`src/rtl/div_err_mse_accumulator.sv`:
```
// Error-metric accumulator for one approximate/exact 16/8 divider pair.
// Over a batch of 2^LOG2_N samples it builds the sum of squared quotient
// errors, max |quotient error|, mismatch and divide-by-zero counts, and MSE.
module div_err_mse_accumulator #(
  parameter int unsigned LOG2_N  = 4,
  parameter bit          SKIP_DZ = 1'b1
) (
  input  logic                clk,
  input  logic                rst,
  input  logic                start,
  input  logic                in_valid,
  output logic                in_ready,
  input  logic [7:0]          d,
  input  logic [7:0]          q_ex,
  input  logic [7:0]          r_ex,
  input  logic [7:0]          q_ap,
  input  logic [7:0]          r_ap,
  output logic                busy,
  output logic                done,
  output logic [16+LOG2_N-1:0] sse,
  output logic [15:0]         mse,
  output logic [7:0]          max_err,
  output logic [LOG2_N:0]     mism_cnt,
  output logic [LOG2_N:0]     dz_cnt
);

  typedef enum logic [1:0] {StIdle, StRun, StDrain, StDone} state_e;

  state_e             state_q;
  logic [LOG2_N-1:0]  cnt_q;
  logic               accept;
  logic               batch_start;

  // Pipeline registers
  logic               v1_q, v2_q;
  logic [7:0]         a1_q, a2_q;
  logic               mm1_q, mm2_q;
  logic               dz1_q, dz2_q;
  logic [15:0]        sq2_q;

  logic [8:0]         err;
  logic [7:0]         abs_err;
  logic [16+LOG2_N-1:0] sse_nxt;
  logic               s3_update;

  assign accept      = in_valid && in_ready;
  assign batch_start = (state_q == StIdle) && start;

  // Quotient difference as 9-bit signed; |err| never exceeds 255.
  always_comb begin
    err     = {1'b0, q_ap} - {1'b0, q_ex};
    abs_err = err[8] ? (~err[7:0] + 8'd1) : err[7:0];
  end

  // Stage-3 next values; divide-by-zero samples only bump dz_cnt when skipped.
  always_comb begin
    s3_update = v2_q && !(dz2_q && SKIP_DZ);
    sse_nxt   = sse + {{LOG2_N{1'b0}}, sq2_q};
  end

  // Control FSM with registered in_ready/busy/done.
  always_ff @(posedge clk) begin
    if (rst) begin
      state_q  <= StIdle;
      cnt_q    <= '0;
      in_ready <= 1'b0;
      busy     <= 1'b0;
      done     <= 1'b0;
    end else begin
      case (state_q)
        StIdle: begin
          done <= 1'b0;
          if (start) begin
            cnt_q    <= '0;
            in_ready <= 1'b1;
            busy     <= 1'b1;
            state_q  <= StRun;
          end
        end
        StRun: begin
          if (accept) begin
            cnt_q <= cnt_q + 1'b1;
            // Last sample of the batch: counter wraps, stop accepting.
            if (cnt_q == {LOG2_N{1'b1}}) begin
              in_ready <= 1'b0;
              state_q  <= StDrain;
            end
          end
        end
        StDrain: begin
          if (!v1_q && !v2_q) begin
            busy    <= 1'b0;
            done    <= 1'b1;
            state_q <= StDone;
          end
        end
        StDone: begin
          done    <= 1'b0;
          state_q <= StIdle;
        end
        default: state_q <= StIdle;
      endcase
    end
  end

  // Stages 1 and 2: error magnitude/flags, then square.
  always_ff @(posedge clk) begin
    if (rst) begin
      v1_q  <= 1'b0;
      v2_q  <= 1'b0;
      a1_q  <= '0;
      a2_q  <= '0;
      mm1_q <= 1'b0;
      mm2_q <= 1'b0;
      dz1_q <= 1'b0;
      dz2_q <= 1'b0;
      sq2_q <= '0;
    end else begin
      v1_q  <= accept;
      a1_q  <= abs_err;
      mm1_q <= (q_ap != q_ex) || (r_ap != r_ex);
      dz1_q <= (d == 8'd0);
      v2_q  <= v1_q;
      a2_q  <= a1_q;
      mm2_q <= mm1_q;
      dz2_q <= dz1_q;
      sq2_q <= {8'd0, a1_q} * {8'd0, a1_q};
    end
  end

  // Stage 3: accumulators, cleared when a new batch starts.
  always_ff @(posedge clk) begin
    if (rst || batch_start) begin
      sse      <= '0;
      mse      <= '0;
      max_err  <= '0;
      mism_cnt <= '0;
      dz_cnt   <= '0;
    end else if (v2_q) begin
      dz_cnt <= dz_cnt + {{LOG2_N{1'b0}}, dz2_q};
      if (s3_update) begin
        sse      <= sse_nxt;
        mse      <= sse_nxt[LOG2_N +: 16];
        mism_cnt <= mism_cnt + {{LOG2_N{1'b0}}, mm2_q};
        if (a2_q > max_err) max_err <= a2_q;
      end
    end
  end

endmodule

```
`config.mk`:
```
export PLATFORM = sky130hd
export DESIGN_NAME = div_err_mse_accumulator
export DESIGN_NICKNAME = d
export VERILOG_FILES = /design/src/rtl/div_err_mse_accumulator.sv
export SDC_FILE = /design/constraint.sdc
export NUM_CORES = 1
export LEC_CHECK = 0
export ABC_AREA = 1
export CAP_MARGIN = 20
export CELL_PAD_IN_SITES_DETAIL_PLACEMENT = 0
export CELL_PAD_IN_SITES_GLOBAL_PLACEMENT = 1
export CORE_ASPECT_RATIO = 0.9
export CORE_MARGIN = 10
export CORE_UTILIZATION = 40
export DETAILED_ROUTE_END_ITERATION = 12
export PLACE_DENSITY = 0.89
export SLEW_MARGIN = 5
export SYNTH_ARGS = -nofsm -noshare
export SYNTH_HDL_FRONTEND = slang
export SYNTH_SLANG_ARGS = --single-unit
```
`constraint.sdc`:
```
create_clock -name clk -period 6.5 [get_ports clk]
set_input_delay 0.975 -clock clk [delete_from_list [all_inputs] [get_ports clk]]
set_output_delay 0.975 -clock clk [all_outputs]
set_load 0.02 [all_outputs]
```
# Yosys cells after proc, flatten, opt, wreduce, memory -nomap -nowiden
# Index checks and enable logic that the tools add are counted.
[word_totals]
in_bits = 44
output_inout_bits = 57
register_bits = 101
[classes]
n_eq_ne = 10
add_sub_neg = 6
n_lt_le_gt_ge = 1
multipliers = 1
muxes = 17
reduce_logical = 22
bitwise = 1
[ops]
columns = ["op", "count"]
rows = [
  ["$add 20x16->20", 1],
  ["$mul 8x8->16", 1],
  ["$ne 8x8->1", 2],
  ["$add 5x1->5", 2],
  ["$reduce_and 3->1", 3],
  ["$sub 8x8->9", 1],
  ["$add 8x1->8 const B", 1],
  ["$gt 8x8->1", 1],
  ["$logic_not 8->1", 1],
  ["$mux 2", 4],
  ["$mux 4", 2],
  ["$mux 8", 1],
  ["$ne 2x2->1 const B", 4],
  ["$not 8->8", 1],
  ["$pmux 2 s4", 1],
  ["$pmux 4 s2", 1],
  ["$reduce_and 4->1", 2],
  ["$pmux 1 s2", 3],
  ["$reduce_bool 2->1", 3],
  ["$mux 1", 5],
  ["$add 4x1->4 const B", 1],
  ["$eq 2x2->1 const B", 2],
  ["$eq 4x4->1 const B", 1],
  ["$logic_and 1x1->1", 4],
  ["6 further kinds", 10],
]

# Longest topological paths before layout
# Gate-level depths: netlist of run 1.
[depth]
depth_word = 4
depth_mapped = 19
mapped_depth_nobuf = 18

# Least setup slack after synthesis of run 1
# Ideal clock, no wire load.
[synth_timing]
kind = "register to register"
startpoint = "reg a1_q[5]"
endpoint = "reg sq2_q[11]"
path_slack_ns = 2.515
path_buffers = 1
stages_incl_launch_ff = 16
arrival_ns = 3.862
t_required_ns = 6.377
setup_ns = 0.123
cell_sequence = "dfxtp_1 > clkbuf_1 > nand2_1 > inv_1 > fa_1 > fa_1 > inv_1 > fa_1 > fa_1 > inv_1 > ha_1 > a21oi_1 > a21boi_0 > o21ai_0 > o21ai_0 > a21oi_1"
[synth_via]
elab_chain_len = 1
[synth_rtl]
columns = ["item", "line", "source"]
rows = [
  ["start: declaration", "36", "logic [7:0] a1_q, a2_q;"],
  ["start signal: assignment", "120", "a1_q <= abs_err;"],
  ["$mul 8x8->16", "127", "sq2_q <= {8'd0, a1_q} * {8'd0, a1_q};"],
  ["end signal: assignment", "127", ""],
  ["end: declaration", "39", "logic [15:0] sq2_q;"],
]
# No other way between the ends.
# A chain may end at the register's enable or synchronous reset.

# Worst setup path after layout of run 1
# Ends and elaborated chain as after synthesis.

==> results of run 1 <==
[area by class of cell]
cell class                      count  area share [%]
Sequential cell                    83            21.1
Clock buffer                       10            3.04
Multi-Input combinational cell    642            50.2
Inverter                          175            8.35
Timing Repair Buffer              101            12.8
Tap cell                          207            3.29
Clock inverter                      6            1.19
[final timing paths]
path | endpoint | cells past startpoint | slack (ns) | from
worst max-delay path | sq2_q[11] | 14 | 2.32 | a1_q[5]
worst min-delay path | dz2_q | 2 | 0.41 | dz1_q
worst max register to register | sq2_q[11] | 14 | 2.32 | a1_q[5]
worst min register to register | dz2_q | 2 | 0.41 | dz1_q
[power breakdown]
| group | total [mW] | internal, mW | switching, mW | leakage (nW) |
|---|---|---|---|---|
| sequential | 0.608 | 0.563 | 0.0446 | 0.677 |
| combinational | 0.688 | 0.266 | 0.422 | 3.06 |
| clock | 0.575 | 0.351 | 0.224 | 0.160 |
| total | 1.87 | 1.18 | 0.690 | 3.89 |
[per-stage QoR]
step | worst slack [ns] | power, mW | util, % | std cells
floorplan | 2.52 | 1.13 | - | 938
global placement | 2.46 | 1.29 | 47.0 | 1208
detailed placement | 2.33 | 1.31 | 47.0 | 1208
CTS | 2.31 | 1.89 | 49.1 | 1224
global route | 1.97 | 2.03 | 49.1 | 1224
finish | 2.32 | 1.87 | 49.1 | 1224
[tightest hold or removal path, cell delays in order (launching register included)]
cell	delay (ns)
dfxtp_1	0.30
inv_1	0.04
nor2_1	0.03
[placed cells by master (no fill, tap or decap), types with 2 or more instances in the layout]
cell	instances
inv_2	5
o21ai_0	33
a21boi_0	2
nor4_1	2
inv_1	168
o211ai_1	4
dfxtp_1	83
nor2_1	108
inv_6	3
nor3_1	7
ha_1	69
conb_1	2
fa_1	26
clkinv_1	2
xnor2_1	8
or2_2	2
nand3_1	62
bufinv_16	2
nand2_1	195
o21bai_1	3
nor3b_1	2
clkbuf_16	9
clkdlybuf4s50_1	100
a21oi_1	73
a21oi_2	2
xor2_1	14
o21ai_1	5
o21a_1	2
nand4_1	6
nand3b_1	3
[state kept, by name, indices dropped and copies added, names as in the netlist, 2 cells and up]
name      flops
sse          20
sq2_q        14
a1_q          8
a2_q          8
max_err       8
dz_cnt        5
mism_cnt      5
cnt_q         4
state_q       2
[kinds of logic after synthesis]
logic type                 Yosys count
and+or+nand+nor                    392
buffers and inverters              213
AOI/OAI and AO/OA                  130
adders and majority gates           95
DFF                                 83
xor gates and xnor gates            22
other                                1
muxes                                1
[per-layer routing]
layer  routed length, microns  vias to the layer above  track usage, %
met1                     7050                     2509            17.2
met3                      613                       17            2.74
met4                      237                        0            4.87
li1                         -                     3072               -
met5                        0                        -               0
met2                     7060                       90            24.4
==> flow_metrics.tcl, run 1 <==
set metrics [dict create \
    finalNetCount 1151 \
    synth_top_family_by_area "simple AND/OR/NAND/NOR gates" \
    syn_area_sq_mm 0.00646 \
    leakagePower_nw 3.89 \
    cts_buffers 9 \
    cts_max_level 3 \
    ys_warn_count 0 \
    yosysUniqueCellTypes 42 \
    first_pass_iters 4 \
    hold_buffers 0 \
    synth_ff_type "dfxtp_1" \
    cts_tree "built" \
    wl_per_cell_microns 12.2 \
    hp-class "reg -> reg" \
    hold_violations 0 \
    cpMostUsedCell "fa_1" \
    core_area_sq_mm 0.0160 \
    path_class "reg -> reg" \
    design_area_sq_mm 0.00786 \
    synth_edf_count 0 \
    outcome "complete, no violations" \
    skew_ns 0.00816 \
    cpMaxStageDelayCell "fa_1" \
    worstPathBufferInverterCount 3 \
    grt_pass1_wl_microns 26000 \
    drive_gt1_share_pct 3.15 \
    timing.fmax_mhz 239 \
    synth-seq-area-share_pct 25.7 \
    tightest_slew_ns 0.912 \
    routed_wl_microns 15000 \
    drt_iter0_markers 248 \
    p_per_area_mw_per_mm2 238 \
    ios 101 \
    max-slew-margin-rel_pct 39.1 \
    setup_viol 0 \
    portBuffers 100 \
    route.detailed.drc 0 \
    grt_remaining_overflow 0 \
    synthXorXnorAreaFrac_pct 2.98 \
    grt_pass1_vias 5645 \
    synth_compound_area_share_pct 11.1 \
    start_util_pct 40.3 \
    synth_top_area_share_pct 25.7 \
    cts_resized 0 \
    synth_most_common_cell "nand2_1" \
    synthAdderAreaFrac_pct 21.4 \
    globalRouteTotalUtil_pct 14.2 \
    ys_async_sr_fraction_pct 0 \
    synth-seq-cells 83 \
    rsz0062_at_grt "false" \
    cts_root_buf "clkbuf_16" \
    hold_slack_ns 0.409 \
    n_fill_cell 1612 \
    period_share_pct 64.3 \
    synth_mux_area_share_pct 0.155 \
    grt_max_degree 37 \
    cp-end-kind "flop" \
    num_vias 5688 \
    die_h_microns 141 \
    ir_drop_uv 150 \
    yosys.area.top_type "dfxtp_1" \
    num_antenna_cells 0 \
    avgSynthCellArea_sq_um 6.90 \
    yosys-top-cells-area "dfxtp_1, ha_1, nand2_1" \
    path_clk_slew_ns 0.07 \
    die_w_microns 154 \
    worstPathMaxFanout 10 \
    postRouteAntennaNets 0 \
    hpwl_microns 12200 \
    drv_cap 0 \
    syn_inst 937 \
    placed_area_sq_mm 0.00753 \
    rows 44 \
    area_delta_synth_final_pct 21.6 \
    tns_ns 0 \
    drv_slew 0 \
    multiInputGateArea_sq_mm 0.00394 \
    yosys.area_share.simple_pct 25.2 \
    cp-start-kind "flop" \
    synth_common_cells "nand2_1, inv_1, nor2_1, dfxtp_1, a21oi_1" \
    post_cts.repair.setup_buffers 0 \
    globalplace.congestion 0.832 \
    clk_latency_ns 0.35 \
    die_area_sq_mm 0.0217 \
    worstPathCellList "nand2_1 > inv_1 > fa_1 > fa_1 > inv_1 > fa_1 > fa_1 > inv_1 > ha_1 > a21oi_1 > a21boi_0 > o21ai_0 > o21ai_0 > a21oi_1" \
    required_ns 6.73 \
    clock-sinks 83 \
    area.sequential_sq_mm 0.00166 \
    path_delay_family "adder cells" \
    arrival_ns 4.41 \
    viasPerCell 4.65 \
    period_needed_ns 4.18 \
    slowest_delay_ns 0.54 \
    cts_buffer_depth 2 \
    antenna_found_initial 0 \
]
(Power assumes the default switching activity.)
==> run 2: changes to the inputs <==
--- a/config.mk
+++ b/config.mk
@@ -11,9 +11,9 @@
 export CELL_PAD_IN_SITES_GLOBAL_PLACEMENT = 1
 export CORE_ASPECT_RATIO = 0.9
 export CORE_MARGIN = 10
-export CORE_UTILIZATION = 40
+export CORE_UTILIZATION = 35
 export DETAILED_ROUTE_END_ITERATION = 12
-export PLACE_DENSITY = 0.89
+export PLACE_DENSITY = 0.83
 export SLEW_MARGIN = 5
 export SYNTH_ARGS = -nofsm -noshare
 export SYNTH_HDL_FRONTEND = slang
==> constraint.sdc (replaced) <==
create_clock -name clk -period 3.41 [get_ports clk]
set_input_delay 0.5115 -clock clk [delete_from_list [all_inputs] [get_ports clk]]
set_output_delay 0.5115 -clock clk [all_outputs]
set_load 0.02 [all_outputs]
==> run 2 against run 1 <==
The flow now finishes with violations (negative setup slack); critical path type unchanged; critical path depth is 2 higher; global-route usage decreased by 1.4 points; cell count is 6.3% higher.
==> flow_metrics.tcl, run 2 (synthesized netlist as in run 1, its figures left out) <==
set metrics [dict create \
    clock-sinks 83 \
    rows 47 \
    globalplace.congestion 0.821 \
    violations "negative setup slack" \
    hold_violations 0 \
    max-slew-margin-rel_pct 38.9 \
    final_common_cell "nand2_1" \
    rsz0062_at_grt "true" \
    p_clk_share_pct 24.4 \
    p_int_mw 2.32 \
    switching_share_pct 38.0 \
    core_area_sq_mm 0.0183 \
    routed_wl_microns 15000 \
    dp_slack_ns -0.298 \
    cp-end-kind "flop" \
    hpwl_microns 12100 \
    ios 101 \
    start_util_pct 35.3 \
    reg_top3 "sse x20, sq2_q x14" \
    antenna_found_initial 0 \
    grt_max_degree 37 \
    cts_buffers 9 \
    period_share_pct 105 \
    drv_cap 0 \
    clk_latency_ns 0.35 \
    worstPathCellList "nand2_2 > inv_2 > fa_1 > fa_1 > fa_1 > inv_1 > fa_1 > inv_2 > ha_4 > nand2_2 > nor2_2 > a21oi_2 > o21ai_1 > nand2_1 > nand2_1 > nor2_1" \
    hp-class "reg -> reg" \
    fin_ws_ns -0.171 \
    timing.fmax_mhz 279 \
    hold_slack_ns 0.433 \
    dp.cells 1282 \
    leakagePower_nw 4.08 \
    die_w_microns 163 \
    cpMaxStageDelayCell "fa_1" \
    p_sw_mw 1.42 \
    arrival_ns 3.82 \
    cts_buffer_depth 2 \
    hold_buffers 0 \
    path_clk_slew_ns 0.06 \
    min_from "v1_q" \
    worstPathMaxFanout 5 \
    outcome "finished, violations left" \
    num_vias 5826 \
    postRouteAntennaNets 0 \
    required_ns 3.65 \
    ir_drop_uv 199 \
    wl_per_cell_microns 11.5 \
    r2r_end "sq2_q[12]" \
    finalNetCount 1191 \
    layout_common_cells "nand2_1, inv_1, nor2_1" \
    cpMostUsedCell "fa_1" \
    viasPerCell 4.48 \
    drt_iter0_markers 240 \
    stdcell_count 1301 \
    area_delta_synth_final_pct 29.6 \
    path_class "reg -> reg" \
    grt_pass1_wl_microns 25900 \
    seqPwrFrac_pct 30.8 \
    totalPowerFinal_mw 3.74 \
    setup_viol 8 \
    rr_startpoint "a1_q[2]" \
    drive_gt1_share_pct 11.2 \
    largest_register "sse" \
    combPwrFrac_pct 44.9 \
    p_per_area_mw_per_mm2 447 \
    route.detailed.drc 0 \
    slowest_delay_ns 0.59 \
    rrSetupSlack_ns -0.17 \
    drv_slew 0 \
    die_h_microns 149 \
    whs_endpoint "v2_q" \
    cp-start-kind "flop" \
    cts_tree "built" \
    first_pass_iters 6 \
    period_needed_ns 3.58 \
    globalRouteTotalUtil_pct 12.7 \
    tns_ns -0.833 \
    portBuffers 100 \
    reg2regPathDepth 16 \
    cts_max_level 3 \
    die_area_sq_mm 0.0243 \
    cts_root_buf "clkbuf_16" \
    largest_reg_flops 20 \
    grt_pass1_vias 5623 \
    num_antenna_cells 0 \
    grt_remaining_overflow 0 \
    skew_ns 0.00925 \
    tightest_slew_ns 0.915 \
    min_path_cells 2 \
]
[run 2: cell count changes in the layout (fill, tap and decap cells not counted), moves of 6 or more]
| cell | delta |
|---|---|
| ha_1 | -6 |
| buf_4 | +39 |
| dfxtp_1 | -8 |
| nand2_1 | -9 |
| inv_2 | +7 |
| o21ai_0 | -10 |
| a21oi_1 | -7 |
| o21ai_2 | +6 |
| ha_4 | +6 |
| nand2_2 | +8 |
| inv_1 | -7 |
[run 2: power by group through the flow]
stage / logic (mW) / registers (mW) / clock network [mW]
finish: 1.68 / 1.15 / 0.912
floorplan: 1.10 / 1.16 / 0
global placement: 1.51 / 1.17 / 0
detailed placement: 1.53 / 1.17 / 0
CTS: 1.61 / 1.15 / 0.937
global route: 1.92 / 1.16 / 0.979
[run 2: worst max path at each step]
stage | startpoint | slack [ns] | endpoint
finish | a1_q[2] | -0.17 | sq2_q[12]
detailed placement | a1_q[6] | -0.30 | sq2_q[15]
floorplan | a1_q[4] | -0.12 | sq2_q[12]
CTS | a1_q[7] | -0.17 | sq2_q[14]
global route | a1_q[2] | -0.33 | sq2_q[13]
global placement | a1_q[6] | -0.24 | sq2_q[15]
[run 2: stage by stage]
step           util (%)  instance area (sq um)
6_report           45.8                   8380
3_5_place_dp       43.3                   7910
4_1_cts            45.4                   8300
2_1_floorplan         -                   6600
5_1_grt            45.8                   8380
3_3_place_gp       43.3                   7910
[run 2: final cells by class]
cell class	count	area (sq um)
Clock buffer	12	246
Clock inverter	3	23.8
Fill cell	1846	9910
Inverter	175	657
Multi-Input combinational cell	642	4150
Sequential cell	83	1680
Tap cell	245	307
Timing Repair Buffer	141	1310
[run 2: per-layer routing]
layer / global-route usage, % / vias to the layer above / wire (microns)
met3: 2.46 / 20 / 616
met2: 21.2 / 79 / 6890
met5: 0 / - / 0
met4: 4.37 / 0 / 247
met1: 16.0 / 2578 / 7210
li1: - / 3149 / -
[run 2: timing repair]
item / in CTS / in global routing
setup buffers: 3 / 1
gates resized for setup: 27 / 20
setup endpoints to repair: 8 / 10
pin swaps: 10 / 11
[run 2: worst max-delay path, delay by kind of cell (launching register included)]
family	cells	cell delay (ns)
compound gates	2	0.22
fa+ha+maj	5	2.31
buf+inv	3	0.14
flops	1	0.36
simple gates	6	0.45
==> run 3: changes to the inputs <==
--- a/config.mk
+++ b/config.mk
@@ -14,7 +14,7 @@
 export CORE_UTILIZATION = 35
 export DETAILED_ROUTE_END_ITERATION = 12
 export PLACE_DENSITY = 0.83
-export SLEW_MARGIN = 5
+export SLEW_MARGIN = 10
 export SYNTH_ARGS = -nofsm -noshare
 export SYNTH_HDL_FRONTEND = slang
 export SYNTH_SLANG_ARGS = --single-unit
==> results of run 3 <==
Final layout, timing and power as in run 2 (identical DEF).
